--- src/rtl/cla16_modport.sv ---
// Registered two-level carry-lookahead adder: {cout,sum} = a + b + cin.
// Define CLA16_OVF_EN to add the registered signed-overflow output ovf.
module cla16_modport #(
    parameter int WIDTH = 16,
    parameter int GROUP = 4
) (
    input  logic             clk,
    input  logic             rst,
    input  logic [WIDTH-1:0] a,
    input  logic [WIDTH-1:0] b,
    input  logic             cin,
    input  logic             in_valid,
    output logic [WIDTH-1:0] sum,
    output logic             cout,
    output logic             out_valid
`ifdef CLA16_OVF_EN
    ,
    output logic             ovf
`endif
);

    localparam int NG = WIDTH / GROUP;

    logic [WIDTH-1:0] w_p;
    logic [WIDTH-1:0] w_g;
    logic [NG-1:0]    w_gp;
    logic [NG-1:0]    w_gg;
    logic [NG:0]      w_cg;
    logic [WIDTH:0]   w_c;
    logic [WIDTH-1:0] w_sum;

    logic [WIDTH-1:0] r_sum;
    logic             r_cout;
    logic             r_vld;

    assign w_p = a ^ b;
    assign w_g = a & b;

    // Group propagate/generate; each term is a flat AND of bit signals.
    always_comb begin : grp_pg
        logic acc;
        logic pp;
        acc  = 1'b0;
        pp   = 1'b0;
        w_gg = '0;
        w_gp = '0;
        for (int m = 0; m < NG; m++) begin
            acc = w_g[m*GROUP+GROUP-1];
            pp  = w_p[m*GROUP+GROUP-1];
            for (int k = GROUP - 2; k >= 0; k--) begin
                acc = acc | (pp & w_g[m*GROUP+k]);
                pp  = pp & w_p[m*GROUP+k];
            end
            w_gg[m] = acc;
            w_gp[m] = pp;
        end
    end

    // Second level: every group carry-in straight from GP/GG and cin.
    always_comb begin : grp_carry
        logic acc;
        logic pp;
        acc     = 1'b0;
        pp      = 1'b0;
        w_cg    = '0;
        w_cg[0] = cin;
        for (int m = 0; m < NG; m++) begin
            acc = w_gg[m];
            pp  = w_gp[m];
            for (int k = m - 1; k >= 0; k--) begin
                acc = acc | (pp & w_gg[k]);
                pp  = pp & w_gp[k];
            end
            w_cg[m+1] = acc | (pp & cin);
        end
    end

    // In-group carries, each expanded from its group carry-in.
    always_comb begin : bit_carry
        logic acc;
        logic pp;
        acc = 1'b0;
        pp  = 1'b0;
        w_c = '0;
        for (int m = 0; m < NG; m++) begin
            w_c[m*GROUP] = w_cg[m];
            for (int j = 0; j < GROUP - 1; j++) begin
                acc = w_g[m*GROUP+j];
                pp  = w_p[m*GROUP+j];
                for (int k = j - 1; k >= 0; k--) begin
                    acc = acc | (pp & w_g[m*GROUP+k]);
                    pp  = pp & w_p[m*GROUP+k];
                end
                w_c[m*GROUP+j+1] = acc | (pp & w_cg[m]);
            end
        end
        w_c[WIDTH] = w_cg[NG];
    end

    assign w_sum = w_p ^ w_c[WIDTH-1:0];

    always_ff @(posedge clk) begin
        if (rst) begin
            r_sum  <= '0;
            r_cout <= 1'b0;
            r_vld  <= 1'b0;
        end else begin
            r_vld <= in_valid;
            if (in_valid) begin
                r_sum  <= w_sum;
                r_cout <= w_c[WIDTH];
            end
        end
    end

    assign sum       = r_sum;
    assign cout      = r_cout;
    assign out_valid = r_vld;

`ifdef CLA16_OVF_EN
    logic r_ovf;

    always_ff @(posedge clk) begin
        if (rst) begin
            r_ovf <= 1'b0;
        end else if (in_valid) begin
            r_ovf <= w_c[WIDTH] ^ w_c[WIDTH-1];
        end
    end

    assign ovf = r_ovf;
`endif

endmodule

--- config.mk ---
export PLATFORM = sky130hd
export DESIGN_NAME = cla16_modport
export DESIGN_NICKNAME = d
export VERILOG_FILES = /design/src/rtl/cla16_modport.sv
export SDC_FILE = /design/constraint.sdc
export NUM_CORES = 1
export LEC_CHECK = 0
export ABC_AREA = 0
export CAP_MARGIN = 0
export CORE_MARGIN = 10
export CORE_UTILIZATION = 25
export DETAILED_ROUTE_END_ITERATION = 12
export GPL_TIMING_DRIVEN = 0
export PLACE_DENSITY = 0.63
export SLEW_MARGIN = 25
export SYNTH_ARGS = -nofsm -noshare
export SYNTH_HDL_FRONTEND = slang
export SYNTH_SLANG_ARGS = --single-unit
--- constraint.sdc ---
create_clock -name clk -period 4.8 [get_ports clk]
set_input_delay 1.2 -clock clk [delete_from_list [all_inputs] [get_ports clk]]
set_output_delay 1.2 -clock clk [all_outputs]
set_load 0.03 [all_outputs]
==> impl_metrics.yaml, run 1 <==
power_and_ir_drop:
  power.share.clock_pct: 22.6
  cellPowerDensity_nw_per_um2: 244
  p_leak_uw: 0.000803
  swShare_pct: 32.7
  p_int_uw: 315
  p_seq_share_pct: 36.8
  p_comb_share_pct: 40.6
  p_switching_uw: 153
  peakVddDrop_uv: 170
timing:
  hold_viol: 0
  finalCritPeriodShare_pct: 80.2
  max_slew_margin_pct: 58.4
  hold_ws_ns: 0.473
  timing.fmax_mhz: 260
  setup_tns_ns: 0
  report.final.setup_viol: 0
  worst_clock_skew_ns: 0
  worst_slack_ns: 0.951
  drv_slew: 0
  period_minus_slack_ns: 3.85
  rsz0062_at_grt: "false"
  worstMarginPinSlew_ns: 0.623
min_path:
  hp-start: "sum[6]$_SDFFE_PP0P_"
  hp-class: "reg2reg"
die:
  start_util_pct: 26.2
  die_h_um: 91.1
  die_w_um: 91.1
  row_count: 25
  coreArea_um2: 4820
  dieArea_um2: 8300
  io_pins: 54
clock_tree:
  h-tree-depth: 1
  cts_sinks: 18
  cts_hold_buf: 0
  clk_latency_ns: 0.25
  cts_buffers: 3
  cts_setup_buffers: 0
  clk_path_buf_depth: 2
  path_clk_slew_ns: 0.07
  root_buffer: "clkbuf_8"
  cts_tree: "yes"
  cts_resized: 0
critical_path:
  critPathLaunchType: "primary input"
  end_kind: "flop"
  critPathLaunch: "a[7]"
  criticalPathCategory: "in2reg"
  arrival_ns: 4.02
  crit_required_ns: 4.97
  cp_cell_sequence: "clkdlybuf4s50_1, ha_1, and3_2, nand3_1, o21ai_0, o31a_1, or2_1, a21o_2, fa_1, xnor2_1, a211oi_1"
  critPathBufInv: 1
  cp_top_family: "compound AO/OA/AOI/OAI gates"
  slowest_stage: "clkdlybuf4s50_1"
  r2r_start: "sum[7]$_SDFFE_PP0P_"
  crit_fanout: 5
  critPathMaxStageDelay_ns: 0.43
global_route:
  grt_first_pass_wirelength_um: 6110
  grt_pass1_vias: 1343
  overflow: 0
  grt_max_degree: 11
  antenna_found_initial: 0
  track_usage_pct: 8.68
yosys:
  ys_ff_latch: 18
  syn_avg_cell_area_um2: 8.90
  netlist_area_um2: 1260
  synth_fp_nets: 198
  ys_warn_count: 0
  postSynthCellCount: 142
  ys_seq_area_share_pct: 28.5
  synth_edf_count: 0
  synth_cell_types: 38
  yosys_most_used_dff: "dfxtp_1"
  synth_async_sr_flop_share_pct: 0
placed_design:
  dp_cells: 262
  place_ws_ns: 0.698
  gp_congestion: 0.726
  hpwl_um: 3020
  numPortBuffers: 53
layout:
  area_growth_pct: 51.9
  multi_input_area_um2: 851
  drive_gt1_share_pct: 4.04
  regArea_um2: 360
  diodes: 0
  final_nets: 256
  n_fill_cell: 528
  final_cells: 265
  fin_util_pct: 39.8
route:
  drt_iter0_markers: 41
  drc: 0
  firstDrtPassIters: 4
  drt-total-wl_um: 3590
  vias_per_cell: 4.49
  vias: 1190
  final_antenna_net_count: 0
  route.detailed.wl_per_inst_um: 13.5
outcome:
  status: "complete, no violations"
job:
  drv_cap: 0
## layer usage
metal	up-vias	part of all wire (%)	global-route usage (%)
li1	629	-	-
met4	0	1.4	1.44
met1	522	46	9.89
met5	-	0	0
met2	35	46	15.0
met3	4	6.1	3.62
## cells by family after synthesis
kind of cell	synth area share (%)
and+or+nand+nor	16.1
AOI/OAI and AO/OA	21.7
adders and majority gates	22.2
DFF	28.5
buffers and inverters	4.16
xor gates and xnor gates	4.16
muxes	3.17
## cells in the mapped netlist, types with 2 or more instances
library cell	count	area share, %
o21a_1	2	1.2
nand3_1	6	2.4
a21oi_2	2	1.4
o311ai_1	2	1.4
and3_1	2	0.99
fa_1	4	6.3
nand2_1	9	2.7
a21oi_1	7	2.8
clkbuf_1	5	1.5
nor2_1	13	3.9
xnor2_1	5	3.5
a21o_1	4	2.4
inv_1	9	2.7
a21o_2	2	1.4
dfxtp_1	18	29
mux2i_1	4	3.2
o21ai_0	6	2.4
ha_1	16	16
a211oi_1	4	2.4
nor3_1	4	1.6
## final cells by class
class,count,share of cell area [%]
Multi-Input combinational cell,110,44.3
Timing Repair Buffer,53,27.6
Sequential cell,18,18.8
Tap cell,67,4.37
Clock buffer,3,2.15
Inverter,9,1.76
Buffer,5,0.978
## power by group through the flow
stage / combinational, µW / clock (µW) / sequential (µW)
after detailed placement: 192 / 0 / 175
after floorplan: 80.6 / 0 / 205
after CTS: 193 / 113 / 172
after global routing: 211 / 116 / 174
after global placement: 191 / 0 / 175
final: 190 / 106 / 172
## path summary, 6_finish.rpt
check,end,slack [ns],depth (start not counted)
max,sum[13]$_SDFFE_PP0P_,0.95,11
min,sum[6]$_SDFFE_PP0P_,0.47,2
max reg2reg,sum[7]$_SDFFE_PP0P_,3.93,2
min reg2reg,sum[6]$_SDFFE_PP0P_,0.47,2
## tightest hold or removal path: cells and delay by family, from the launching register on
| kind | cells | cell delay, ns |
|---|---|---|
| flip-flops | 1 | 0.31 |
| AND/OR/NAND/NOR | 1 | 0.06 |
| AO/OA/AOI/OAI | 1 | 0.05 |
## cells in the final DEF, fill, tap and decap left out, types with 2 or more instances in the layout
master / count
clkbuf_1: 5
ha_1: 16
and3_1: 2
a21oi_2: 2
xnor2_1: 5
a21o_2: 2
nor3_1: 4
a211oi_1: 4
o21a_1: 2
nand2_1: 9
mux2i_1: 4
nand3_1: 6
o21ai_0: 6
fa_1: 4
dfxtp_1: 18
nor2_1: 13
a21oi_1: 7
o311ai_1: 2
inv_1: 9
clkbuf_8: 3
a21o_1: 4
clkdlybuf4s50_1: 53
## state kept, by name, indices dropped and copies added (netlist names)
| name | count |
|---|---|
| sum | 16 |
| out_valid | 1 |
| cout | 1 |
## stage by stage
| stage | cell area, µm² | total power, µW |
|---|---|---|
| after floorplan | 1260 | 286 |
| after global placement | 1880 | 366 |
| after detailed placement | 1880 | 367 |
| after CTS | 1920 | 479 |
| after global routing | 1920 | 501 |
| final | 1920 | 468 |
Note: power is estimated with default switching activity, not from simulation.
==> run 2: changes to the inputs <==
==> constraint.sdc (replaced) <==
create_clock -name clk -period 3.6 [get_ports clk]
set_input_delay 0.9 -clock clk [delete_from_list [all_inputs] [get_ports clk]]
set_output_delay 0.9 -clock clk [all_outputs]
set_load 0.03 [all_outputs]
==> run 2 against run 1 <==
First-iteration DRC count is 24% higher; global-route usage is the same; clock skew is the same; non-clock buffer count is 1 higher; utilization rose by 0.23 points; sequential share of layout area decreased by 0.11 points; combinational power up 34%; die area unchanged; critical path depth did not move; sequential power grew 33%; clock-buffer cell count is the same; critical path type unchanged.
==> impl_metrics.yaml, run 2 (synthesis gave the netlist of run 1 again) <==
power_and_ir_drop:
  power.share.clock_pct: 22.5
  finalPower_uw: 626
  p_switching_uw: 205
  swShare_pct: 32.8
  p_comb_share_pct: 40.8
  cellPowerDensity_nw_per_um2: 324
  p_int_uw: 421
  p_seq_share_pct: 36.6
  peakVddDrop_uv: 228
  p_leak_uw: 0.000807
timing:
  drv_slew: 0
  hold_viol: 0
  hold_ws_ns: 0.473
  period_minus_slack_ns: 3.48
  max_slew_margin_pct: 58.5
  rsz0062_at_grt: "false"
  worst_clock_skew_ns: 0
  timing.fmax_mhz: 288
  finalCritPeriodShare_pct: 96.6
  report.final.setup_viol: 0
  worstMarginPinSlew_ns: 0.622
layout:
  final_nets: 257
  largest_reg_flops: 16
  multi_input_area_um2: 855
  n_fill_cell: 526
  area_growth_pct: 52.8
  drive_gt1_share_pct: 5.03
  regArea_um2: 360
  final_cell_mix: "clkdlybuf4s50_1 (53), dfxtp_1 (18), ha_1 (16), nor2_1 (13)"
  diodes: 0
  layout_commonest_cell: "clkdlybuf4s50_1"
route:
  drt_iter0_markers: 51
  wl_met1_um: 1650
  drt-total-wl_um: 3590
  maxUsedRoutingLayer: "met4"
  vias: 1200
  final_antenna_net_count: 0
  route.detailed.wl_per_inst_um: 13.5
  firstDrtPassIters: 4
  wl_met2_um: 1670
  vias_per_cell: 4.51
  drc: 0
  dr_wl_met3_um: 224
critical_path:
  regToRegSetupSlack_ns: 2.73
  criticalPathCategory: "in2reg"
  reg2reg_to: "sum[7]$_SDFFE_PP0P_"
  crit_fanout: 4
  end_kind: "flop"
  r2r_start: "sum[7]$_SDFFE_PP0P_"
  critPathLaunchType: "primary input"
  arrival_ns: 3.65
  rr_worst_depth: 2
  crit_required_ns: 3.77
outcome:
  status: "complete, no violations"
global_route:
  grt_pass1_vias: 1343
  overflow: 0
  grt_max_degree: 11
  grt_first_pass_wirelength_um: 6110
  antenna_found_initial: 0
  track_usage_pct: 8.68
die:
  die_w_um: 91.1
  start_util_pct: 26.2
  row_count: 25
  die_h_um: 91.1
  coreArea_um2: 4820
  io_pins: 54
  dieArea_um2: 8300
min_path:
  hp-class: "reg2reg"
  hp-start: "sum[6]$_SDFFE_PP0P_"
  hold_depth: 2
  min_to: "sum[6]$_SDFFE_PP0P_"
placed_design:
  numPortBuffers: 53
  gp_congestion: 0.726
  hpwl_um: 3020
clock_tree:
  cts_buffers: 3
  h-tree-depth: 1
  clk_latency_ns: 0.25
  path_clk_slew_ns: 0.07
  cts_tree: "yes"
  clk_path_buf_depth: 2
  cts_sinks: 18
  root_buffer: "clkbuf_8"
  cts_hold_buf: 0
job:
  drv_cap: 0
run 2: cell count changes in the layout (fill, tap and decap cells not counted):
cell	previous run	this run
buf_4	0	1
o21ai_1	0	2
o21ai_0	6	4
a21oi_1	7	6
a21oi_2	2	3
run 2: worst max path at each step:
stage          startpoint              endpoint
2_1_floorplan        a[2]  sum[13]$_SDFFE_PP0P_
3_3_place_gp         a[9]  sum[13]$_SDFFE_PP0P_
3_5_place_dp         a[9]  sum[13]$_SDFFE_PP0P_
4_1_cts              a[9]  sum[13]$_SDFFE_PP0P_
5_1_grt              a[2]  sum[13]$_SDFFE_PP0P_
6_report             a[2]  sum[13]$_SDFFE_PP0P_
run 2: timing repair:
| item | in CTS | in global routing |
|---|---|---|
| setup endpoints to repair | 0 | 3 |
| setup buffers | 0 | 1 |
| resized for setup | 0 | 3 |
run 2: through the flow:
stage | utilization (%) | worst slack (ns) | cell area (µm²) | cells | TNS [ns]
after floorplan | - | 0.403 | 1260 | 142 | 0
after global placement | 39.0 | -0.177 | 1880 | 262 | -0.332
after detailed placement | 39.0 | -0.202 | 1880 | 262 | -0.428
after CTS | 39.8 | 0.0581 | 1920 | 265 | 0
after global routing | 40.1 | 0.0202 | 1930 | 266 | 0
final | 40.1 | 0.122 | 1930 | 266 | 0
run 2: final cells by class:
cell class                      count  share of cell area [%]
Timing Repair Buffer               54                    27.9
Buffer                              5                   0.972
Tap cell                           67                    4.34
Inverter                            9                    1.75
Sequential cell                    18                    18.7
Clock buffer                        3                    2.14
Multi-Input combinational cell    110                    44.3
run 2: routing by layer:
layer  global-route usage (%)  vias to the layer above
li1                         -                      631
met1                     9.89                      528
met2                     15.0                       37
met3                     3.62                        4
met4                     1.44                        0
met5                        0                        -
run 2: power by group through the flow:
stage	sequential [µW]	clock [µW]	combinational, µW
global route	232	155	283
global placement	234	0	254
detailed placement	234	0	256
finish	229	141	255
CTS	229	151	258
floorplan	274	0	107
run 2: critical path: stages:
cell and delay [ns]:
clkdlybuf4s50_1 0.40, ha_1 0.34, a21o_1 0.20, a21oi_2 0.19, a21oi_2 0.11, o31a_1 0.33, or2_1 0.23, a21o_2 0.22
fa_1 0.37, xnor2_1 0.13, a211oi_1 0.21
==> run 3: changes to the inputs <==
--- a/config.mk
+++ b/config.mk
@@ -7,6 +7,7 @@
 export LEC_CHECK = 0
 export ABC_AREA = 0
 export CAP_MARGIN = 0
+export CORE_ASPECT_RATIO = 0.6
 export CORE_MARGIN = 10
 export CORE_UTILIZATION = 25
 export DETAILED_ROUTE_END_ITERATION = 12
==> run 3 against run 2 <==
Die area is 1.1% higher; cell area is 2.7% higher; via count is 0.25% higher; clock-buffer cell count is 1 higher; highest routed layer unchanged; register-to-register slack hardly changed; first-iteration DRC count is 31% lower; non-clock buffer count stayed put; wire length is 9.2% higher; utilization is 1.8 points higher; sequential power hardly changed; maximum frequency hardly changed; largest power group unchanged.
==> impl_metrics.yaml, run 3 (synthesis gave the netlist of run 1 again) <==
placed_design:
  hpwl_um: 3250
  numPortBuffers: 53
  place_area_um2: 1870
  gp_congestion: 0.775
min_path:
  hold_depth: 2
  min_to: "sum[6]$_SDFFE_PP0P_"
  hp-start: "sum[6]$_SDFFE_PP0P_"
  hp-class: "reg2reg"
route:
  vias_per_cell: 4.57
  drt-total-wl_um: 3920
  vias: 1203
  route.detailed.wl_per_inst_um: 14.9
  dr_wl_met3_um: 348
  drc: 0
  firstDrtPassIters: 4
  final_antenna_net_count: 0
  wl_met1_um: 2110
  maxUsedRoutingLayer: "met4"
  wl_met2_um: 1460
  drt_iter0_markers: 35
timing:
  max_slew_margin_pct: 61.3
  report.final.setup_viol: 0
  hold_ws_ns: 0.466
  hold_viol: 0
  finalCritPeriodShare_pct: 96.7
  drv_slew: 0
  setup_tns_ns: 0
  period_minus_slack_ns: 3.48
  worst_clock_skew_ns: 0
  timing.fmax_mhz: 287
  worstMarginPinSlew_ns: 0.580
die:
  io_pins: 54
  die_h_um: 75.1
  die_w_um: 112
  coreArea_um2: 4730
  start_util_pct: 26.7
  row_count: 19
  dieArea_um2: 8390
clock_tree:
  cts_tree: "yes"
  h-tree-depth: 1
  cts_sinks: 18
  path_clk_slew_ns: 0.07
  clk_path_buf_depth: 2
  root_buffer: "clkbuf_8"
  clk_latency_ns: 0.25
  cts_hold_buf: 0
  cts_buffers: 3
global_route:
  overflow: 0
  track_usage_pct: 9.07
  grt_first_pass_wirelength_um: 6120
  grt_max_degree: 11
  grt_pass1_vias: 1207
  antenna_found_initial: 0
critical_path:
  critPathLaunchType: "primary input"
  end_kind: "flop"
  r2r_start: "sum[7]$_SDFFE_PP0P_"
  rr_worst_depth: 2
  criticalPathCategory: "in2reg"
  regToRegSetupSlack_ns: 2.73
  crit_fanout: 4
  arrival_ns: 3.65
  crit_required_ns: 3.78
  reg2reg_to: "sum[7]$_SDFFE_PP0P_"
layout:
  drive_gt1_share_pct: 7.00
  largest_reg_flops: 16
  final_area_um2: 1980
  final_cell_mix: "clkdlybuf4s50_1 (53), dfxtp_1 (18), ha_1 (14), nor2_1 (13)"
  final_nets: 257
  fin_util_pct: 41.9
  layout_commonest_cell: "clkdlybuf4s50_1"
  diodes: 0
  area_growth_pct: 56.9
outcome:
  status: "complete, no violations"
job:
  drv_cap: 0
power_and_ir_drop:
  p_leak_uw: 0.000819
  peakVddDrop_uv: 152
  cellPowerDensity_nw_per_um2: 336
  finalPower_uw: 665
## run 3: cell count changes in the layout (fill, tap and decap cells not counted)
cell,change
clkbuf_8,+1
o21ai_1,-2
a21oi_2,-2
o21ai_2,+1
a21oi_4,+2
o21ai_0,+1
ha_4,+2
ha_1,-2
## run 3: layer usage
layer / up-vias / track usage (%)
li1: 633 / -
met1: 530 / 12.5
met2: 38 / 12.5
met3: 2 / 4.76
met4: 0 / 0.851
met5: - / 0
## run 3: layout make-up
| cell class | instances | area, µm² |
|---|---|---|
| plain buffers | 5 | 18.8 |
| clock buffers | 4 | 55.1 |
| fillers | 481 | 2750 |
| inverters | 9 | 33.8 |
| multi-input cells | 110 | 898 |
| flip-flops and latches | 18 | 360 |
| well taps | 63 | 78.8 |
| repair buffers | 54 | 538 |
## run 3: worst max path at each step
stage	start	to	depth (start not counted)
floorplan	a[2]	sum[13]$_SDFFE_PP0P_	10
global placement	a[5]	sum[13]$_SDFFE_PP0P_	11
detailed placement	a[5]	sum[13]$_SDFFE_PP0P_	11
CTS	a[5]	sum[13]$_SDFFE_PP0P_	11
global route	a[2]	sum[13]$_SDFFE_PP0P_	11
finish	a[2]	sum[13]$_SDFFE_PP0P_	11
## run 3: what timing repair did
| item | in CTS | in global routing |
|---|---|---|
| setup endpoints to repair | 0 | 2 |
| setup buffers | 0 | 1 |
| hold endpoints to repair | 0 | 0 |
| resized for setup | 0 | 7 |
## run 3: critical path, cell delays in order
cell,delay [ns]
clkdlybuf4s50_1,0.50
ha_4,0.22
a21o_1,0.21
a21oi_4,0.20
a21oi_4,0.09
o31a_1,0.33
or2_1,0.24
a21o_2,0.22
fa_1,0.37
xnor2_1,0.14
a211oi_1,0.21
## run 3: power breakdown
part           switching (µW)  internal [µW]  total [µW]
registers                9.96            220         230
logic                     136            131         267
clock network            72.0           97.2         169
## run 3: through the flow
step | instances | worst slack [ns]
2_1_floorplan | 142 | 0.403
3_3_place_gp | 258 | -0.188
3_5_place_dp | 258 | -0.219
4_1_cts | 262 | 0.0358
5_1_grt | 263 | -0.00155
6_report | 263 | 0.120
==> edit 1, RTL diff (flow settings as in run 1) <==
The option `CLA16_OVF_EN` is turned on by a define.
--- a/src/rtl/cla16_modport.sv
+++ b/src/rtl/cla16_modport.sv
@@ -1,5 +1,7 @@
 // Registered two-level carry-lookahead adder: {cout,sum} = a + b + cin.
 // Define CLA16_OVF_EN to add the registered signed-overflow output ovf.
+`define CLA16_OVF_EN
+
 module cla16_modport #(
     parameter int WIDTH = 16,
     parameter int GROUP = 4
Behaviour (old outputs only; new: ovf): unchanged (Yosys induction, for registers that start in step).
==> edit 1 against run 1 <==
Sequential cell count increased by 1. Power increased by 8.8%. Die area increased by 4.7%. Largest cell class unchanged. Setup slack improved by 150 ps. Non-clock buffer count unchanged. Synthesized area increased by 6.0%. Wire length increased by 3.0%. Critical path depth unchanged. Final area increased by 5.1%.
==> edit 1: results (changes against run 1) <==
Area contributors post-synth - dfxtp_1 28%, ha_1 15%, fa_1 6.0% (was dfxtp_1 29%, ha_1 16%, fa_1 6.3%)
adder-cell share of the synthesized area - 20.9% (was 22.2%)
DRT iter0 DRCs - 50 (was 41)
maximum vdd ir drop - 127 µV (was 170 µV)
met1 Use GR - 10.4% (was 9.89%)
wire per inst - 13.4 µm (was 13.5 µm)
Yosys cell types - 41 (was 38)
routed wl met2 - 1.73 mm (was 1.66 mm)
met3 Use GR - 2.96% (was 3.62%)
total track usage - 8.77% (was 8.68%)
worst setup margin - 1110 ps (was 951 ps)
placed cell count - 272 (was 262)
Final nets - 263 (was 256)
post-synthesis compound-gate area fraction - 23.2% (was 21.7%)
post-synthesis xor/xnor area fraction - 4.58% (was 4.16%)
top cells by count, synth - 19 x dfxtp_1, 17 x nor2_1, 16 x ha_1 (was 18 x dfxtp_1, 16 x ha_1, 13 x nor2_1)
met1 WL - 1.67 mm (was 1.66 mm)
Synth Net Count - 204 (was 198)
largest net degree at the start of global routing - 13 (was 11)
Placed Area - 0.00197 mm² (was 0.00188 mm²)
Leak - 0.844 nW (was 0.803 nW)
met3 wire len - 261 µm (was 220 µm)
fillers - 545 (was 528)
Switching Share - 34.1% (was 32.7%)
area of the multi-input gates - 907 µm² (was 851 µm²)
post-synthesis mux area share - 2.99% (was 3.17%)
setup slack, reg-to-reg - 4020 ps (was 3930 ps)
critical path arrival - 3830 ps (was 4020 ps)
Mapped Cells - 148 (was 142)
run status - finished, final reports clean (unchanged)
worst setup path start - b[0] (was a[7])
first-pass GRT wire length - 6.27 mm (was 6.11 mm)
CP Capture Point - sum[12] (was sum[13])
Final Hold Slack - 465 ps (was 473 ps)
Vias - 1259 (was 1190)
slew margin rel. - 62.6% (was 58.4%)
Final HPWL DP - 3.18 mm (was 3.02 mm)
edit 1: power by group through the flow:
stage | combinational [W] | sequential (W) | clock, W
detailed placement | 0.000214 | 0.000185 | 0
floorplan | 0.0000960 | 0.000216 | 0
finish | 0.000212 | 0.000181 | 0.000116
global route | 0.000234 | 0.000183 | 0.000131
CTS | 0.000215 | 0.000181 | 0.000120
global placement | 0.000211 | 0.000184 | 0
edit 1: critical path: stages:
cell,delay [ps]
clkdlybuf4s50_1,430
ha_1,280
a21oi_1,80
nand4b_1,250
a2111o_1,530
a21oi_1,220
o21ai_1,110
nand2b_1,100
fa_1,430
mux2i_1,150
nor2_1,50
edit 1: cell type report:
class | instances | share of cell area (%)
clock buffers | 3 | 2.05
inverters | 10 | 1.86
clock inverters | 1 | 0.372
well taps | 70 | 4.34
plain buffers | 4 | 0.744
flip-flops and latches | 19 | 18.9
repair buffers | 54 | 26.8
multi-input cells | 115 | 45.0
==> edit 2, RTL diff (flow settings as in run 1) <==
Without the edit above. Put one more register stage on the output `sum`, cleared by the reset. The value now appears one clock later. The other outputs are not delayed to match. Comments in the files are not updated.
--- a/src/rtl/cla16_modport.sv
+++ b/src/rtl/cla16_modport.sv
@@ -113,7 +113,13 @@
         end
     end
 
-    assign sum       = r_sum;
+    always_ff @(posedge clk) begin
+        if (rst) begin
+            sum <= '0;
+        end else begin
+            sum <= r_sum;
+        end
+    end
     assign cout      = r_cout;
     assign out_valid = r_vld;
 
Behaviour: not the same (Yosys sat finds a counterexample within 4 cycles, from zero or initial values and one cycle with rst high).
==> edit 2 against run 1 <==
Worst hold slack worse by 15 ps. Wire length is 16% higher. Power is 53% higher. Sequential power rose by 82%. Final area grew 26%. Synthesized cell count rose by 24%. First-iteration DRC count up 24%. Clock power grew 100%. Synthesized area grew 35%. Setup slack better by 250 ps. Sequential cell count increased by 16. Largest power group is now registers.
==> edit 2: results (changes against run 1) <==
wire per inst - 13.2 µm (was 13.5 µm)
drt drc - 0 (unchanged)
share of post-route cells with drive strength above 1 - 4.64% (was 4.04%)
placed cell count - 309 (was 262)
Vias - 1410 (was 1190)
Yosys cell types - 39 (was 38)
worst reg2reg startpoint - cout (was sum[7])
Clock Path Buffers - 2 (unchanged)
initial antenna violation count - 0 (unchanged)
run status - finished, final reports clean (unchanged)
Final Max Tran Viols - 0 (unchanged)
global placement routability congestion - 0.858 (was 0.726)
post-synthesis average cell area - 9.67 µm² (was 8.90 µm²)
clk root buf - clkbuf_8 (unchanged)
DRT iter0 DRCs - 51 (was 41)
CP max FO - 4 (was 5)
first-pass GRT wire length - 6.73 mm (was 6.11 mm)
hold_sp - r_sum[7] (was sum[6])
dominant synthesized flop cell - dfxtp_1 (unchanged)
Seq/Total Area, Yosys - 40.0% (was 28.5%)
top cells by count, synth - 34 x dfxtp_1, 21 x nor2_1, 16 x ha_1 (was 18 x dfxtp_1, 16 x ha_1, 13 x nor2_1)
largest net degree at the start of global routing - 11 (unchanged)
Placed Area - 0.00233 mm² (was 0.00188 mm²)
Final nets - 292 (was 256)
maximum vdd ir drop - 83.3 µV (was 170 µV)
ANT cells - 0 (unchanged)
total track usage - 8.36% (was 8.68%)
worst skew pair latency - 280 ps (was 250 ps)
Worst Skew - 7.61 ps (was 0 ps)
depth of the CTS H-tree - 2 (was 1)
Synth Net Count - 232 (was 198)
post_cts resized - 0 (unchanged)
Detailed Route WL - 4.17 mm (was 3.59 mm)
post-CTS setup buffers - 0 (unchanged)
YS warnings - 0 (unchanged)
Final HPWL DP - 3.52 mm (was 3.02 mm)
critical path arrival - 3740 ps (was 4020 ps)
slew margin rel. - 64.3% (was 58.4%)
Area contributors post-synth - dfxtp_1 40%, ha_1 12%, nor2b_1 5.1% (was dfxtp_1 29%, ha_1 16%, fa_1 6.3%)
worst setup path start - a[3] (was a[7])
CTS Buf Count - 5 (was 3)
clk slew on worst S/H paths - 70 ps (about the same)
Initial DRT Pass Iterations - 4 (unchanged)
Async SR Flop Fraction - 0% (unchanged)
Worst Hold Class - reg -> reg (unchanged)
Leak - 1.01 nW (was 0.803 nW)
Top Registers - r_sum (16), sum (16)
edit 2: cell families after synthesis:
group / share of synthesized area [%]
buffers and inverters: 2.43
and+or+nand+nor: 17.6
adders and majority gates: 16.5
xor gates and xnor gates: 2.57
AOI/OAI and AO/OA: 18.0
DFF: 40.0
muxes: 2.94
edit 2: final cells by class:
class | count | area (µm²)
multi-input combinational | 131 | 980
tap | 80 | 100
inverter | 6 | 22.5
clock buffer | 7 | 86.3
sequential | 34 | 681
clock inverter | 1 | 5.00
timing repair buffer | 53 | 531
fill | 679 | 4300
buffer | 5 | 18.8
edit 2: path summary, 6_finish.rpt:
path,cells after the start,to,slack (ps)
setup / recovery,10,r_sum[13],1200
hold / removal,2,sum[7],460
setup reg to reg,3,cout,4000
hold reg to reg,2,sum[7],460
edit 2: through the flow:
stage	hold WS (ps)	utilization, %	setup WS [ps]	power [W]
after floorplan	417	-	1610	0.000432
after global placement	432	34.7	880	0.000507
after detailed placement	435	34.7	873	0.000510
after CTS	453	36.1	1170	0.000724
after global routing	474	36.1	1030	0.000758
final	457	36.1	1200	0.000715
edit 2: power breakdown:
part / total, W / switching, W / internal, W / leakage (nW)
combinational: 0.000189 / 0.0000948 / 0.0000941 / 0.678
clock: 0.000212 / 0.0000969 / 0.000116 / 0.0482
sequential: 0.000313 / 0.00000673 / 0.000306 / 0.280
total: 0.000715 / 0.000198 / 0.000516 / 1.01
edit 2: critical path, cell delays in order:
cell and delay [ps]:
clkdlybuf4s50_1 430, ha_1 360, a211oi_1 290, o21ai_1 170, o21ai_0 300, nand2_1 80, a21o_1 190, fa_1 380
xnor2_1 240, a211oi_1 100
edit 2: per-layer routing:
metal	share of wire [%]	vias up	GRT usage, %	routed length, µm
met5	0	-	0	0
met4	2.1	0	5.21	89
met3	8.8	6	2.95	367
met2	46	41	13.2	1930
met1	43	613	9.41	1790
li1	-	750	-	-
